`config.mk`:
```
export PLATFORM = sky130hd
export DESIGN_NAME = fir_channel_scheduler_flat
export DESIGN_NICKNAME = d
export VERILOG_FILES = /design/src/rtl/fir_channel_scheduler_if.sv /design/src/rtl/fir_channel_scheduler.sv /design/src/flat_wrapper.sv
export SDC_FILE = /design/constraint.sdc
export NUM_CORES = 1
export LEC_CHECK = 0
export CORE_ASPECT_RATIO = 0.8
export CORE_MARGIN = 2
export CORE_UTILIZATION = 52
export CTS_CLUSTER_SIZE = 12
export DETAILED_ROUTE_END_ITERATION = 6
export PLACE_DENSITY_LB_ADDON = 0.15
export SLEW_MARGIN = 0
export SYNTH_ARGS = -nofsm -noshare
export SYNTH_HDL_FRONTEND = slang
export SYNTH_SLANG_ARGS = --single-unit
```
`constraint.sdc`:
```
create_clock -name clk -period 4.14 [get_ports clk]
set_clock_uncertainty 0.1 [all_clocks]
set_input_delay 0.621 -clock clk [delete_from_list [all_inputs] [get_ports clk]]
set_output_delay 0.621 -clock clk [all_outputs]
set_load 0.02 [all_outputs]
```
`src/rtl/fir_channel_scheduler_if.sv`:
```
// Bundles the sample-side, engine-side and result-side signals of the FIR channel scheduler.
// The slave modport is the scheduler's view; the master modport is the surrounding system's.
interface fir_channel_scheduler_if #(
  parameter int unsigned CHANNELS = 4,
  parameter int unsigned WIDTH    = 16
);
  localparam int unsigned CW = $clog2(CHANNELS);

  logic [CHANNELS-1:0]       in_valid;
  logic [CHANNELS*WIDTH-1:0] in_data;
  logic                      fir_valid_in;
  logic [WIDTH-1:0]          fir_data_in;
  logic [CW-1:0]             fir_ch;
  logic                      fir_valid_out;
  logic [WIDTH-1:0]          fir_data_out;
  logic                      out_valid;
  logic [WIDTH-1:0]          out_data;
  logic [CW-1:0]             out_ch;
  logic                      busy;
  logic [CHANNELS-1:0]       overrun;
  logic                      timeout_err;

  modport slave (
    input  in_valid, in_data, fir_valid_out, fir_data_out,
    output fir_valid_in, fir_data_in, fir_ch, out_valid, out_data, out_ch,
           busy, overrun, timeout_err
  );

  modport master (
    output in_valid, in_data, fir_valid_out, fir_data_out,
    input  fir_valid_in, fir_data_in, fir_ch, out_valid, out_data, out_ch,
           busy, overrun, timeout_err
  );
endinterface

```
`src/rtl/fir_channel_scheduler.sv`:
```
// Round-robin scheduler sharing one FIR engine between CHANNELS sample streams, one sample
// in flight at a time, with per-channel overrun flags and an engine response timeout.
module fir_channel_scheduler #(
  parameter int unsigned CHANNELS = 4,
  parameter int unsigned WIDTH    = 16,
  parameter int unsigned TIMEOUT  = 63
) (
  input logic                   clk,
  input logic                   rst,
  fir_channel_scheduler_if.slave bus
);
  localparam int unsigned CW = $clog2(CHANNELS);
  localparam int unsigned TW = $clog2(TIMEOUT + 1);

  typedef enum logic [1:0] {StIdle, StIssue, StWait, StDeliver} state_e;

  state_e                          state_q;
  logic [CHANNELS-1:0]             pend_valid_q;
  logic [CHANNELS-1:0][WIDTH-1:0]  pend_data_q;
  logic [CW-1:0]                   rr_ptr_q;
  logic [TW-1:0]                   wait_cnt_q;
  logic                            fir_valid_q;
  logic [WIDTH-1:0]                fir_data_q;
  logic [CW-1:0]                   fir_ch_q;
  logic                            out_valid_q;
  logic [WIDTH-1:0]                out_data_q;
  logic [CW-1:0]                   out_ch_q;
  logic [CHANNELS-1:0]             overrun_q;
  logic                            timeout_q;

  logic          grant_found;
  logic [CW-1:0] grant_idx;
  logic [CW-1:0] rr_next;
  logic          grant;

  // Scan downward so the last hit is the first pending channel at or above rr_ptr.
  always_comb begin
    int unsigned   sum;
    logic [CW-1:0] idx;
    grant_found = 1'b0;
    grant_idx   = '0;
    sum         = 0;
    idx         = '0;
    for (int i = CHANNELS - 1; i >= 0; i--) begin
      sum = int'(rr_ptr_q) + i;
      if (sum >= CHANNELS) sum = sum - CHANNELS;
      idx = CW'(sum);
      if (pend_valid_q[idx]) begin
        grant_found = 1'b1;
        grant_idx   = idx;
      end
    end
  end

  assign rr_next = (grant_idx == CW'(CHANNELS - 1)) ? '0 : grant_idx + CW'(1);
  assign grant   = (state_q == StIdle) && grant_found;

  always_ff @(posedge clk) begin
    if (rst) begin
      state_q      <= StIdle;
      pend_valid_q <= '0;
      pend_data_q  <= '0;
      rr_ptr_q     <= '0;
      wait_cnt_q   <= '0;
      fir_valid_q  <= 1'b0;
      fir_data_q   <= '0;
      fir_ch_q     <= '0;
      out_valid_q  <= 1'b0;
      out_data_q   <= '0;
      out_ch_q     <= '0;
      overrun_q    <= '0;
      timeout_q    <= 1'b0;
    end else begin
      // A strobe on the channel being granted refills its slot without counting as overrun.
      for (int c = 0; c < CHANNELS; c++) begin
        if (grant && (grant_idx == CW'(c))) begin
          pend_valid_q[c] <= bus.in_valid[c];
        end else if (bus.in_valid[c]) begin
          pend_valid_q[c] <= 1'b1;
          if (pend_valid_q[c]) overrun_q[c] <= 1'b1;
        end
        if (bus.in_valid[c]) pend_data_q[c] <= bus.in_data[c*WIDTH +: WIDTH];
      end

      fir_valid_q <= 1'b0;
      out_valid_q <= 1'b0;

      unique case (state_q)
        StIdle: begin
          if (grant_found) begin
            fir_data_q  <= pend_data_q[grant_idx];
            fir_ch_q    <= grant_idx;
            rr_ptr_q    <= rr_next;
            fir_valid_q <= 1'b1;
            state_q     <= StIssue;
          end
        end
        StIssue: begin
          wait_cnt_q <= '0;
          state_q    <= StWait;
        end
        StWait: begin
          wait_cnt_q <= wait_cnt_q + TW'(1);
          if (bus.fir_valid_out) begin
            out_data_q  <= bus.fir_data_out;
            out_ch_q    <= fir_ch_q;
            out_valid_q <= 1'b1;
            state_q     <= StDeliver;
          end else if (wait_cnt_q == TW'(TIMEOUT - 1)) begin
            timeout_q <= 1'b1;
            state_q   <= StIdle;
          end
        end
        StDeliver: begin
          state_q <= StIdle;
        end
        default: state_q <= StIdle;
      endcase
    end
  end

  assign bus.fir_valid_in = fir_valid_q;
  assign bus.fir_data_in  = fir_data_q;
  assign bus.fir_ch       = fir_ch_q;
  assign bus.out_valid    = out_valid_q;
  assign bus.out_data     = out_data_q;
  assign bus.out_ch       = out_ch_q;
  assign bus.busy         = (state_q != StIdle);
  assign bus.overrun      = overrun_q;
  assign bus.timeout_err  = timeout_q;
endmodule
```
`src/flat_wrapper.sv`:
```
// flat-port wrapper written by rule: the top's interface ports become plain ports
module fir_channel_scheduler_flat 
#(
  parameter int unsigned CHANNELS = 4,
  parameter int unsigned WIDTH    = 16,
  parameter int unsigned TIMEOUT  = 63
)
  (clk, rst, bus_in_valid, bus_in_data, bus_fir_valid_out, bus_fir_data_out, bus_fir_valid_in, bus_fir_data_in, bus_fir_ch, bus_out_valid, bus_out_data, bus_out_ch, bus_busy, bus_overrun, bus_timeout_err);
  fir_channel_scheduler_if #(.CHANNELS(CHANNELS), .WIDTH(WIDTH)) bus_i ();
  input logic clk;
  input logic rst;
  input wire logic [$bits(bus_i.in_valid)-1:0] bus_in_valid;
  input wire logic [$bits(bus_i.in_data)-1:0] bus_in_data;
  input wire logic [$bits(bus_i.fir_valid_out)-1:0] bus_fir_valid_out;
  input wire logic [$bits(bus_i.fir_data_out)-1:0] bus_fir_data_out;
  output wire logic [$bits(bus_i.fir_valid_in)-1:0] bus_fir_valid_in;
  output wire logic [$bits(bus_i.fir_data_in)-1:0] bus_fir_data_in;
  output wire logic [$bits(bus_i.fir_ch)-1:0] bus_fir_ch;
  output wire logic [$bits(bus_i.out_valid)-1:0] bus_out_valid;
  output wire logic [$bits(bus_i.out_data)-1:0] bus_out_data;
  output wire logic [$bits(bus_i.out_ch)-1:0] bus_out_ch;
  output wire logic [$bits(bus_i.busy)-1:0] bus_busy;
  output wire logic [$bits(bus_i.overrun)-1:0] bus_overrun;
  output wire logic [$bits(bus_i.timeout_err)-1:0] bus_timeout_err;
  assign bus_i.in_valid = bus_in_valid;
  assign bus_i.in_data = bus_in_data;
  assign bus_i.fir_valid_out = bus_fir_valid_out;
  assign bus_i.fir_data_out = bus_fir_data_out;
  assign bus_fir_valid_in = bus_i.fir_valid_in;
  assign bus_fir_data_in = bus_i.fir_data_in;
  assign bus_fir_ch = bus_i.fir_ch;
  assign bus_out_valid = bus_i.out_valid;
  assign bus_out_data = bus_i.out_data;
  assign bus_out_ch = bus_i.out_ch;
  assign bus_busy = bus_i.busy;
  assign bus_overrun = bus_i.overrun;
  assign bus_timeout_err = bus_i.timeout_err;
  fir_channel_scheduler #(.CHANNELS(CHANNELS), .WIDTH(WIDTH), .TIMEOUT(TIMEOUT)) u_core (.clk(clk), .rst(rst), .bus(bus_i));
endmodule
```
# --- Yosys cells after proc, flatten, opt, wreduce, memory -nomap -nowiden ---
# Index checks and enable logic that the tools add are counted.
word_totals:
  elab_cells: 117
  output_inout_bits: 44
  reg_bits: 121
  input_bits: 87
op_classes:
  n_bitwise: 7
  n_lt_le_gt_ge: 9
  addsub: 9
  mux: 38
  n_reduce_logical: 23
  eq_ne: 9
op_table:
  columns: ["operator", "n"]
  rows:
  - ["16-bit binary-select mux with 2-bit select", 1]
  - ["2-bit two-way mux", 12]
  - ["1-bit two-way mux", 18]
  - ["16-bit two-way mux", 1]
  - ["2-bit by 3-bit less-than comparator with 1-bit output, second input constant", 5]
  - ["3-bit AND reduction", 5]
  - ["6-bit case mux with 2 select lines", 1]
  - ["2-bit nonzero test", 6]
  - ["3-bit greater-or-equal comparator, second input constant", 3]
  - ["1-bit binary-select mux with 2-bit select", 4]
  - ["2-bit equality test, second input constant", 4]
  - ["2-bit case mux with 4 select lines", 1]
  - ["2-bit by 1-bit subtractor with 2-bit output, second input constant", 4]
  - ["1-bit inverter", 7]
  - ["2-bit by 2-bit adder with 3-bit output, second input constant", 2]
  - ["6-bit by 1-bit adder with 6-bit output, second input constant", 1]
  - ["6-bit equality test, second input constant", 1]
  - ["2-bit AND reduction", 3]
  - ["1-bit logical AND", 5]
  - ["2-bit by 1-bit equality test with 1-bit output, second input constant", 2]
  - ["2-bit logical NOT", 2]
  - ["2-bit OR reduction", 2]
  - ["2-bit by 1-bit adder with 3-bit output, second input constant", 1]
  - ["2-bit by 3-bit greater-or-equal comparator with 1-bit output, second input constant", 1]
  - ["other kinds (3)", 3]

# --- Longest topological paths before layout ---
depth:
  word_depth: 13
  mapped_depth: 8
  ltp_nobuf: 7

# --- Least setup slack after synthesis ---
# Ideal clock, no wire load.
synth_timing:
  path_type: "register to register"
  from: "register u_core.state_q[0]"
  to: "register u_core.fir_data_q[6], in the netlist u_core.bus.fir_data_in[6]"
  n_path_buf: 1
  synth_period_minus_slack_ns: 1.790
  setup_slack_ns: 2.350
  required_time_ns: 3.912
  stages_incl_launch_ff: 9
  setup_time_ns: 0.128
  arrival_time_ns: 1.562
  path_cell_list: "dfxtp_1 -> inv_1 -> ha_1 -> inv_1 -> nor2_1 -> nand3_2 -> buf_4 -> a221oi_1 -> a211oi_1"
synth_between:
  elab_chain_cells: 2
synth_rtl:
  columns: ["element", "line", "rtl"]
  rows:
  - ["start: declaration", "fir_channel_scheduler.sv:17", "state_e state_q;"]
  - ["start signal: assignment", "fir_channel_scheduler.sv:60", "state_q <= StIdle;"]
  - ["start signal: assignment", "fir_channel_scheduler.sv:95", "state_q <= StIssue;"]
  - ["start signal: assignment", "fir_channel_scheduler.sv:100", "state_q <= StWait;"]
  - ["2-bit logical NOT", "fir_channel_scheduler.sv:88", "unique case (state_q)"]
  - ["2-bit AND reduction (no source line)", null, null]
  - ["end signal: assignment", "fir_channel_scheduler.sv:91", "fir_data_q <= pend_data_q[grant_idx];"]
  - ["end: declaration", "fir_channel_scheduler.sv:23", "logic [WIDTH-1:0] fir_data_q;"]
# Every way passes these cells.
# A chain may end at the register's enable or synchronous reset.

# --- Worst setup path in the final report ---
layout_timing:
  from: "register u_core.state_q[0]"
  to: "output port bus_busy"
layout_between:
  elab_chain_cells: 1
layout_rtl:
  columns: ["element", "line", "rtl"]
  rows:
  - ["2-bit nonzero test", "fir_channel_scheduler.sv:128", "assign bus.busy = (state_q != StIdle);"]
  - ["end: declaration", "flat_wrapper.sv:22", "output wire logic [$bits(bus_i.busy)-1:0] bus_busy;"]
# Every way passes these cells.

==> results_dict.tcl <==
set metrics [dict create \
    antenna_cells 0 \
    cp_slowest_stage_delay_ns 0.60 \
    p_leak_nw 2.86 \
    htreeDepth 4 \
    clockBufferDepth 2 \
    die_h_um 91.8 \
    post-route-period-util 0.606 \
    start_kind "register" \
    clock_sinks 121 \
    area_growth_pct 38.4 \
    die_area_um2 10500 \
    relSlewSlack 0.302 \
    antenna_left 0 \
    power_switching_w 0.00116 \
    syn-instance-count 515 \
    cp_top_family "buffers and inverters" \
    cp_slowest_cell "clkdlybuf4s50_1" \
    synth_seq_cells 121 \
    port_buffers 130 \
    yosysTopAreaCell "dfxtp_1" \
    seqPwrFrac 0.355 \
    syn_area_um2 5020 \
    cpMostUsedCell "inv_1" \
    cts_hold_buffers 0 \
    finalSetupTns_ns 0 \
    ys_top_cells_by_area "dfxtp_1 (48%), mux2i_1 (16%), nor2_1 (5.9%), nand2_1 (3.2%), a21oi_1 (2.9%)" \
    dp.cells 731 \
    via_per_inst 5.46 \
    seq_area_frac_synth 0.483 \
    vias 4161 \
    final_area_um2 6940 \
    grt.overflow.total 0 \
    post_cts_buffers 0 \
    setup_viol 0 \
    cts_resized 0 \
    grt_pass1_wl_mm 20.3 \
    syn-num-nets 607 \
    final_cell_mix "clkdlybuf4s50_1 (129), dfxtp_1 (121), mux2i_1 (80)" \
    layout_commonest_cell "clkdlybuf4s50_1" \
    gp_congestion 0.872 \
    drive_above_1_share 0.0809 \
    holdWs_ns 0.354 \
    slew_viol_final 0 \
    hold_class "reg2reg" \
    routed_wl_mm 12.7 \
    path_cells "inv_1, ha_1, inv_1, clkdlybuf4s50_1" \
    finalHoldViolations 0 \
    cp_num_buf_inv 3 \
    rsz0062_at_grt "false" \
    synth_top_cell_area_share 0.483 \
    r2r_setup_slack_ns 1.70 \
    status "completed" \
    power-per-cell-area_nw_per_um2 575 \
    place_area_um2 6300 \
    yosys_warnings 0 \
    core_region_area_um2 9530 \
    clockRootBuffer "clkbuf_16" \
    numCtsBuffers 17 \
    hpwl_mm 8.75 \
    start_util 0.526 \
    drc_errors 0 \
    worst-setup-path-type "reg2out" \
    p_int_w 0.00283 \
    critPathCaptureType "output port" \
    required_ns 3.42 \
    crit_fanout 3 \
    grt_pass1_vias 3986 \
    drt_pass1_iterations 4 \
    antenna_found_initial 0 \
    finalNonFillerCells 762 \
    path_clk_slew_ns 0.05 \
    grt_usage 0.248 \
    rows 32 \
    tritoncts "built" \
    clkLatencyLatePin_ns 0.41 \
    wire_per_inst_um 16.6 \
    pwr-share-comb 0.248 \
    cp.arrival_ns 1.79 \
    worst_slew_pin_slew_ns 1.04 \
    ios 131 \
    drv_cap 0 \
    die_x_um 114 \
    period_needed_ns 2.51 \
    initialDrtViolationCount 270 \
    utilization 0.729 \
    netSwitchingFraction 0.290 \
    grt_max_degree 103 \
    clkPwrFrac 0.397 \
    fmax_mhz 398 \
    finalNetCount 723 \
    ir_worst_vdd_uv 357 \
    ys_types 45 \
    avgSynthCellArea_um2 9.74 \
]
-- cell usage after synthesis --
cell type,number
a211oi_1,13
nand2_1,43
nor2_1,79
o31ai_2,1
nor4_2,1
nand3_2,2
o21ai_0,1
buf_4,4
inv_1,10
and3b_1,1
a221oi_1,11
o21bai_1,17
nand3b_1,1
a21o_1,2
buf_2,6
and2_1,19
and3_1,2
xor2_1,3
nor2b_2,1
clkbuf_1,23
nand3_1,1
a221oi_2,5
nand2b_1,6
or3_1,1
o21ai_2,1
nor2_2,1
o21ai_1,2
a41oi_1,1
dfxtp_1,121
o21ai_4,1
buf_6,1
nor2b_1,1
buf_12,1
a21oi_1,29
buf_1,1
a22oi_1,1
a21boi_0,1
o22a_1,1
o31ai_1,4
mux2i_1,80
xnor2_1,1
a311oi_1,1
a211oi_2,6
ha_1,5
nand4_1,2
-- tightest hold or removal path, cell delays in order (launching register included) --
cell,delay (ns)
dfxtp_1,0.30
nand2_1,0.05
a21oi_1,0.05
-- cell type report --
class	instances	area, µm²
Multi-Input combinational cell	348	2370
Inverter	10	37.5
Fill cell	721	2580
Clock inverter	7	138
Sequential cell	121	2420
Tap cell	119	149
Timing Repair Buffer	133	1320
Clock buffer	24	502
-- power by group through the flow --
| stage | Combinational [W] | Sequential, W | Clock, W |
|---|---|---|---|
| 2_1_floorplan | 0.000529 | 0.00151 | 0 |
| 3_5_place_dp | 0.000991 | 0.00143 | 0 |
| 3_3_place_gp | 0.000964 | 0.00143 | 0 |
| 4_1_cts | 0.000995 | 0.00141 | 0.00160 |
| 6_report | 0.000991 | 0.00142 | 0.00158 |
| 5_1_grt | 0.00107 | 0.00143 | 0.00166 |
-- stage by stage --
stage	setup slack [ns]	power [W]
6_report	1.63	0.00399
5_1_grt	1.56	0.00416
4_1_cts	1.62	0.00400
3_5_place_dp	1.72	0.00242
3_3_place_gp	1.72	0.00239
2_1_floorplan	2.35	0.00204
-- final timing paths --
check                              start                   endpoint  depth (start not counted)
setup / recovery       u_core.state_q[0]                   bus_busy                          4
hold / removal    u_core.bus.out_data[5]     u_core.bus.out_data[5]                          2
setup reg to reg      u_core.rr_ptr_q[1]  u_core.bus.fir_data_in[7]                          5
hold reg to reg   u_core.bus.out_data[5]     u_core.bus.out_data[5]                          2
-- cell families (layout without fill, tap and decap cells) --
group	Yosys count	in the layout	share of synthesized area
compound gates	98	98	0.151
xor+xnor	4	4	0.00699
fa+ha+maj	5	5	0.0125
flops	121	121	0.483
buf+inv	46	174	0.0437
mux	80	80	0.160
simple gates	161	161	0.144
-- metal layers --
layer,up-vias,part of all wire,track usage
li1,2029,-,-
met3,10,0.070,0.0806
met4,0,0.0076,0.0589
met1,1981,0.49,0.363
met2,141,0.43,0.355
met5,-,0,0
-- sequential cells by signal (all words and copies together) (netlist names) --
| register | cells |
|---|---|
| u_core.bus.fir_ch | 2 |
| u_core.bus.fir_data_in | 16 |
| u_core.bus.fir_valid_in | 1 |
| u_core.bus.out_ch | 2 |
| u_core.bus.out_data | 16 |
| u_core.bus.out_valid | 1 |
| u_core.bus.overrun | 4 |
| u_core.bus.timeout_err | 1 |
| u_core.pend_data_q | 64 |
| u_core.pend_valid_q | 4 |
| u_core.rr_ptr_q | 2 |
| u_core.state_q | 2 |
| u_core.wait_cnt_q | 6 |
(Power assumes the default switching activity.)
